===== config.mk =====
export PLATFORM = sky130hd
export DESIGN_NAME = uart_receiver_flat
export DESIGN_NICKNAME = d
export VERILOG_FILES = /design/src/rtl/uart_receiver_if.sv /design/src/rtl/uart_receiver.sv /design/src/flat_wrapper.sv
export SDC_FILE = /design/constraint.sdc
export NUM_CORES = 1
export LEC_CHECK = 0
export BUFFER_PORTS_ARGS = -buffer_cell sky130_fd_sc_hd__buf_2
export CELL_PAD_IN_SITES_DETAIL_PLACEMENT = 1
export CELL_PAD_IN_SITES_GLOBAL_PLACEMENT = 1
export CORE_UTILIZATION = 46
export DETAILED_ROUTE_END_ITERATION = 10
export HOLD_SLACK_MARGIN = 0.03
export MAX_ROUTING_LAYER = met4
export PLACE_DENSITY = 0.88
export SETUP_SLACK_MARGIN = 0.5
export SYNTH_ARGS = -nofsm -noshare
export SYNTH_HDL_FRONTEND = slang
export SYNTH_SLANG_ARGS = --single-unit

===== constraint.sdc =====
create_clock -name clc -period 1.74 [get_ports clc]
set_input_delay 0.174 -clock clc [delete_from_list [all_inputs] [get_ports clc]]
set_output_delay 0.174 -clock clc [all_outputs]
set_load 0.005 [all_outputs]

===== src/rtl/uart_receiver_if.sv =====
// Receiver-side signal bundle: serial input plus the received-byte outputs.
// The receiver connects through the slave modport and the driver of RX through the master modport.
interface uart_receiver_if;
  logic       RX;
  logic [7:0] word_receiver;
  logic       priznak_end_receiver;
  logic       frame_error;
  logic       busy;

  modport master (
    output RX,
    input  word_receiver, priznak_end_receiver, frame_error, busy
  );

  modport slave (
    input  RX,
    output word_receiver, priznak_end_receiver, frame_error, busy
  );
endinterface


===== src/rtl/uart_receiver.sv =====
// 8N1 UART receiver. Bits are sampled at their centres. Each good byte is
// presented with a one-cycle strobe, and a bad stop bit gives a one-cycle frame_error.
//
// state   | meaning
// S_IDLE  | line idle, waiting for falling edge
// S_START | half-bit wait, confirm start bit still low
// S_DATA  | sample 8 data bits LSB first at bit centres
// S_STOP  | sample stop bit, publish byte or flag error
// S_BREAK | stop bit was low, wait for line to return high
module uart_receiver #(
  parameter int CLKS_PER_BIT = 434
) (
  input logic            clc,
  input logic            res,
  uart_receiver_if.slave bus
);

  localparam int HALF = CLKS_PER_BIT / 2;
  localparam int CW   = $clog2(CLKS_PER_BIT);
  localparam logic [CW-1:0] HALF_LAST = CW'(HALF - 1);
  localparam logic [CW-1:0] BIT_LAST  = CW'(CLKS_PER_BIT - 1);

  typedef enum logic [2:0] {S_IDLE, S_START, S_DATA, S_STOP, S_BREAK} state_t;

  state_t          state_q, state_d;
  logic            sync1_q, rx_s_q;
  logic [CW-1:0]   cnt_q, cnt_d;
  logic [2:0]      idx_q, idx_d;
  logic [7:0]      shift_q, shift_d;
  logic [7:0]      word_q, word_d;
  logic            done_q, done_d;
  logic            ferr_q, ferr_d;

  always_ff @(posedge clc) begin
    if (res) begin
      state_q <= S_IDLE;
      sync1_q <= 1'b1;
      rx_s_q  <= 1'b1;
      cnt_q   <= '0;
      idx_q   <= '0;
      shift_q <= '0;
      word_q  <= '0;
      done_q  <= 1'b0;
      ferr_q  <= 1'b0;
    end else begin
      state_q <= state_d;
      sync1_q <= bus.RX;
      rx_s_q  <= sync1_q;
      cnt_q   <= cnt_d;
      idx_q   <= idx_d;
      shift_q <= shift_d;
      word_q  <= word_d;
      done_q  <= done_d;
      ferr_q  <= ferr_d;
    end
  end

  always_comb begin
    state_d = state_q;
    cnt_d   = cnt_q;
    idx_d   = idx_q;
    shift_d = shift_q;
    word_d  = word_q;
    done_d  = 1'b0;
    ferr_d  = 1'b0;
    case (state_q)
      S_IDLE: begin
        if (!rx_s_q) begin
          state_d = S_START;
          cnt_d   = '0;
        end
      end
      S_START: begin
        if (cnt_q == HALF_LAST) begin
          cnt_d   = '0;
          idx_d   = '0;
          // A start bit that is already high again at its centre was a glitch
          state_d = rx_s_q ? S_IDLE : S_DATA;
        end else begin
          cnt_d = cnt_q + 1'b1;
        end
      end
      S_DATA: begin
        if (cnt_q == BIT_LAST) begin
          shift_d[idx_q] = rx_s_q;
          cnt_d          = '0;
          idx_d          = idx_q + 3'd1;
          if (idx_q == 3'd7) state_d = S_STOP;
        end else begin
          cnt_d = cnt_q + 1'b1;
        end
      end
      S_STOP: begin
        if (cnt_q == BIT_LAST) begin
          cnt_d = '0;
          if (rx_s_q) begin
            word_d  = shift_q;
            done_d  = 1'b1;
            state_d = S_IDLE;
          end else begin
            ferr_d  = 1'b1;
            state_d = S_BREAK;
          end
        end else begin
          cnt_d = cnt_q + 1'b1;
        end
      end
      S_BREAK: begin
        if (rx_s_q) state_d = S_IDLE;
      end
      default: state_d = S_IDLE;
    endcase
  end

  assign bus.word_receiver        = word_q;
  assign bus.priznak_end_receiver = done_q;
  assign bus.frame_error          = ferr_q;
  assign bus.busy                 = (state_q != S_IDLE);

endmodule


===== src/flat_wrapper.sv =====
// flat-port wrapper written by rule: the top's interface ports become plain ports
module uart_receiver_flat 
#(
  parameter int CLKS_PER_BIT = 434
)
  (clc, res, bus_RX, bus_word_receiver, bus_priznak_end_receiver, bus_frame_error, bus_busy);
  uart_receiver_if bus_i ();
  input logic clc;
  input logic res;
  input wire logic [$bits(bus_i.RX)-1:0] bus_RX;
  output wire logic [$bits(bus_i.word_receiver)-1:0] bus_word_receiver;
  output wire logic [$bits(bus_i.priznak_end_receiver)-1:0] bus_priznak_end_receiver;
  output wire logic [$bits(bus_i.frame_error)-1:0] bus_frame_error;
  output wire logic [$bits(bus_i.busy)-1:0] bus_busy;
  assign bus_i.RX = bus_RX;
  assign bus_word_receiver = bus_i.word_receiver;
  assign bus_priznak_end_receiver = bus_i.priznak_end_receiver;
  assign bus_frame_error = bus_i.frame_error;
  assign bus_busy = bus_i.busy;
  uart_receiver #(.CLKS_PER_BIT(CLKS_PER_BIT)) u_core (.clc(clc), .res(res), .bus(bus_i));
endmodule

Yosys cells after proc, flatten, opt, wreduce, memory -nomap -nowiden --
Index checks and enable logic that the tools add are counted.
Operators by class: add/subtract/negate cells 2, magnitude comparators 2, equal/unequal tests 13, mux-type cells 21, bitwise operators 2, reduce and logical (&&, ||, !) cells 12
Operators with widths (count):
- 3-bit 2-to-1 mux | 9
- 9-bit 2-to-1 mux | 3
- 9-bit case mux with 3 select lines | 1
- 3-bit case mux with 5 select lines | 1
- 2-bit by 1-bit != test with 1-bit output (second input constant) | 5
- 9-bit by 1-bit adder with 9-bit output (second input constant) | 1
- 9-bit by 8-bit equality test with 1-bit output (second input constant) | 1
- 9-bit equality test (second input constant) | 1
- 8-bit bitwise mux | 1
- 3-bit by 2-bit equality test with 1-bit output (second input constant) | 2
- 3-bit equality test (second input constant) | 2
- 3-bit case mux with 2 select lines | 1
- 3-bit AND reduction | 2
- 6-bit AND reduction | 1
- 3-bit nonzero test | 2
- 3-bit by 4-bit less-than comparator with 1-bit output (second input constant) | 1
- 2-bit AND reduction | 2
- 3-bit by 1-bit adder with 3-bit output (second input constant) | 1
- 1-bit demux with 3-bit select | 1
- 3-bit by 1-bit equality test with 1-bit output (second input constant) | 1
- 3-bit by 1-bit greater-or-equal comparator with 1-bit output (second input constant) | 1
- 3-bit zero test | 1
- 1-bit 2-to-1 mux | 3
- 3-bit OR reduction | 1
- 6 further kinds | 7
Storage, ports and cells: flip-flop bits (word level) 35, input bits 3, output and inout port bits 11, logic and storage cells 61

Depth between registers and ports, before layout --
word-level depth 5, gate-level depth with buffers 7, mapped depth without buffers 6

Least setup slack after synthesis --
Ideal clock, no wire load.
path type flip-flop to flip-flop, from reg u_core.cnt_q[0], to reg u_core.cnt_q[7], setup time 0.079 ns, data arrival time 1.524 ns, required time 1.661 ns, path slack 0.137 ns, cell stages (with the launch flop) 7, path buffers 0, clock period less this slack 1.603 ns, cells stage by stage dfxtp_1 inv_1 ha_1 and4bb_2 a211oi_1 nor4b_4 a211oi_2
Between the ends: longest elaborated chain between the ends 3, elaborated cells between the ends (all ways) 6, those cells by class 1 x add/sub; 2 x eq/ne; 3 x mux
RTL lines:
- start: declaration | RTL line uart_receiver.sv:27 | logic [CW-1:0] cnt_q, cnt_d;
- start signal: assignment | RTL line uart_receiver.sv:49 | cnt_q <= cnt_d;
- 9-bit by 1-bit adder with 9-bit output, or another cell as far along | RTL line uart_receiver.sv:80, uart_receiver.sv:90, uart_receiver.sv:105
- 9-bit 2-to-1 mux, on equally long branches | RTL line uart_receiver.sv:84, uart_receiver.sv:94, uart_receiver.sv:74
- 9-bit case mux with 3 select lines (*) | RTL line uart_receiver.sv:66 | case (state_q)
Mark *: on every way between the ends. The rest lies on a longest branch, timed or not. A chain may end at the register's enable or synchronous reset.

Final worst setup path --
from reg u_core.state_q[2], to reg u_core.word_q[0], in the netlist u_core.bus.word_receiver[0]
Between the ends: longest elaborated chain between the ends 2
RTL lines:
- start: declaration | RTL line uart_receiver.sv:25 | state_t state_q, state_d;
- start signal: assignment | RTL line uart_receiver.sv:46 | state_q <= state_d;
- 3-bit by 2-bit equality test with 1-bit output | RTL line uart_receiver.sv:66
- 3-bit AND reduction (no line)
- end signal: assignment | RTL line uart_receiver.sv:52 | word_q <= word_d;
- end: declaration | RTL line uart_receiver.sv:30 | logic [7:0] word_q, word_d;
Every way passes these cells.

==> results_dict.tcl <==
set metrics [dict create \
    outcome "finished with violations" \
    violations "setup timing" \
    num_rows 22 \
    ys_types 44 \
    synth_top_family_by_area "simple AND/OR/NAND/NOR gates" \
    synth_compound_area_share_pct 6.71 \
    critical_path.cell_chain "nand4bb_4 -> nor4_4 -> buf_6 -> mux2i_1 -> nor2_1" \
    dieArea_sq_um 4140 \
    syn_area_per_cell_sq_um 9.67 \
    cts_max_level 2 \
    drt_first_iter_violations 138 \
    clk_latency_ns 0.30 \
    clock_skew_ns 0.0106 \
    p_seq_share_pct 51.2 \
    p_sw_uw 412 \
    antenna_cells 0 \
    antenna_found_initial 0 \
    start_kind "flip-flop" \
    cts.path.max_buffers 2 \
    synth_fp_nets 193 \
    die_x_um 64.4 \
    synth_seq_cells 35 \
    clk_pin_slew_ns 0.08 \
    combPwrFrac_pct 8.2 \
    via_per_inst 6.33 \
    setup_tns_ns -0.0520 \
    setup_violations 1 \
    grt_pass1_vias 1731 \
    cp-endpoint "u_core.bus.word_receiver[0]" \
    dieHeight_um 64.4 \
    first_pass_iters 4 \
    grt_pass1_wl_mm 10.0 \
    ys.flop_type "dfxtp_1" \
    reg2reg_setup_slack_ns -0.05 \
    synth_top_area_cell "dfxtp_1" \
    path_max_fanout 6 \
    synth_adder_area_share_pct 3.50 \
    ys_async_sr_fraction_pct 0 \
    dpl_cell_area_sq_um 1990 \
    finalNonFillerCells 268 \
    synth_mux_area_share_pct 10.1 \
    numPortBuffers 13 \
    clock_sinks 35 \
    drc 0 \
    maxSlewViolCount 0 \
    synth-simple-area-share_pct 32.1 \
    syn_inst 185 \
    hold_buffers 0 \
    final_nets 227 \
    routed_wl_mm 6.75 \
    design_power_total_uw 1590 \
    num_vias 1697 \
    internal_power_uw 1180 \
    cts_tree "built" \
    crit_required_ns 1.88 \
    hold_class "primary input to flip-flop" \
    r2r_end "u_core.bus.word_receiver[0]" \
    synth_edf_count 0 \
    leakagePower_uw 0.000914 \
    dp_hpwl_mm 3.07 \
    start_util_pct 48.5 \
    syn_to_final_growth_pct 35.5 \
    overflow 0 \
    synth_common_cells "35 x dfxtp_1, 18 x mux2i_1, 14 x nor2_1" \
    timing.rr.start "u_core.state_q[2]" \
    arrival_ns 1.93 \
    crit_buf_inv 1 \
    coreArea_sq_um 3690 \
    clockPowerShare_pct 40.6 \
    drive_above_1_share_pct 43.6 \
    synth_top_area_share_pct 39.2 \
    cts_root_buffer "clkbuf_8" \
    gr-usage-all-layers_pct 35.1 \
    criticalPathCategory "flip-flop to flip-flop" \
    ios 14 \
    cp_slowest_stage_delay_ns 0.43 \
    cts-buffers-inserted 5 \
    gp_congestion 0.889 \
    fin_crit_ns 1.79 \
    hp-start "bus_RX" \
    cp_num_cells 5 \
    max_clock_freq_mhz 558 \
    synthTopCellsByArea "dfxtp_1 39%, mux2i_1 10%, nand2b_1 4.5%" \
    slew_headroom_pct 54.7 \
    netlist_area_sq_um 1790 \
    synth_most_common_cell "dfxtp_1" \
    cap_violations 0 \
    end_kind "flip-flop" \
    fin_util_pct 65.7 \
    sw_frac_of_total_pct 25.9 \
    crit_slowest_cell "nor4_4" \
    wl_per_cell_um 25.2 \
    ant_nets 0 \
    hold_viol_final 0 \
    r2r_cells 5 \
    power_density_nw_per_um2 657 \
    setup_ws_ns -0.0520 \
    grt_max_degree 38 \
    synth_xor_area_share_pct 3.92 \
    ys_seq_area_share_pct 39.2 \
    final.period_utilization_pct 103 \
    worst_slew_pin_slew_ns 0.680 \
    ir_worst_vdd_mv 0.675 \
    rsz0062_at_grt "yes" \
    stdcell_area_sq_um 2420 \
    crit_start "u_core.state_q[2]" \
    cp_top_family "simple AND/OR/NAND/NOR gates" \
    ys_warn_count 0 \
    dpl.cell_count 240 \
]
power groups by stage:
stage	Clock, uW	Combinational, uW	Sequential (uW)
after CTS	636	114	817
after global placement	0	80.8	840
after global routing	681	137	816
after detailed placement	0	86.0	841
after floorplan	0	69.1	833
final	648	130	815
how the worst min path moves through the flow:
stage / to / cells after the start / slack (ns)
2_1_floorplan: u_core.sync1_q / 1 / 0.28
3_3_place_gp: u_core.sync1_q / 2 / 0.36
3_5_place_dp: u_core.sync1_q / 2 / 0.36
4_1_cts: u_core.sync1_q / 2 / 0.07
5_1_grt: u_core.sync1_q / 2 / 0.1
6_report: u_core.sync1_q / 2 / 0.09
logic make-up (layout without fill, tap and decap cells):
family	count (synthesis)	in the layout
and+or+nand+nor	89	89
DFF	35	35
muxes	18	18
AOI/OAI and AO/OA	15	15
buffers and inverters	15	50
xor gates and xnor gates	8	8
adders and majority gates	5	5
layer usage:
metal | up-vias | global-route usage [%] | wire (um)
met5 | - | - | 0
met4 | 0 | 18.1 | 295
met3 | 33 | 7.68 | 407
met2 | 87 | 54.1 | 3170
met1 | 849 | 42.8 | 2880
li1 | 728 | - | -
sequential cells by signal, summed over array words and instances, names as in the netlist:
name,flops
u_core.cnt_q,9
u_core.bus.word_receiver,8
u_core.shift_q,8
u_core.idx_q,3
u_core.state_q,3
u_core.bus.frame_error,1
u_core.bus.priznak_end_receiver,1
u_core.rx_s_q,1
u_core.sync1_q,1
timing repair:
item                                    in CTS  in global routing
endpoints found under the setup margin      34                 34
pin swaps                                   18                 16
buffers inserted                            13                  5
resized for setup                           35                 13
gates cloned                                 2                  0
final cells by class:
| cell class | count | area [sq um] |
|---|---|---|
| timing repair buffer | 39 | 307 |
| clock inverter | 2 | 16.3 |
| tap | 48 | 60.1 |
| fill | 410 | 1260 |
| sequential | 35 | 736 |
| multi-input combinational | 135 | 1210 |
| clock buffer | 6 | 82.6 |
| inverter | 3 | 16.3 |
through the flow:
stage	setup slack [ns]	hold slack (ns)
after floorplan	0.254	0.278
after global placement	0.149	0.357
after detailed placement	0.0504	0.363
after CTS	0.144	0.0731
after global routing	-0.0517	0.0951
final	-0.0520	0.0948
placed cells by master (no fill, tap or decap), types with 7 or more instances in the layout:
master	count
buf_2	13
xnor2_1	8
dfxtp_2	7
nor3_1	11
mux2i_1	17
nand2_1	11
buf_6	7
dfxtp_1	21
dfxtp_4	7
nor2_1	12
nand2b_1	13
buf_4	17
No activity file was read; power rests on OpenSTA's default activity.
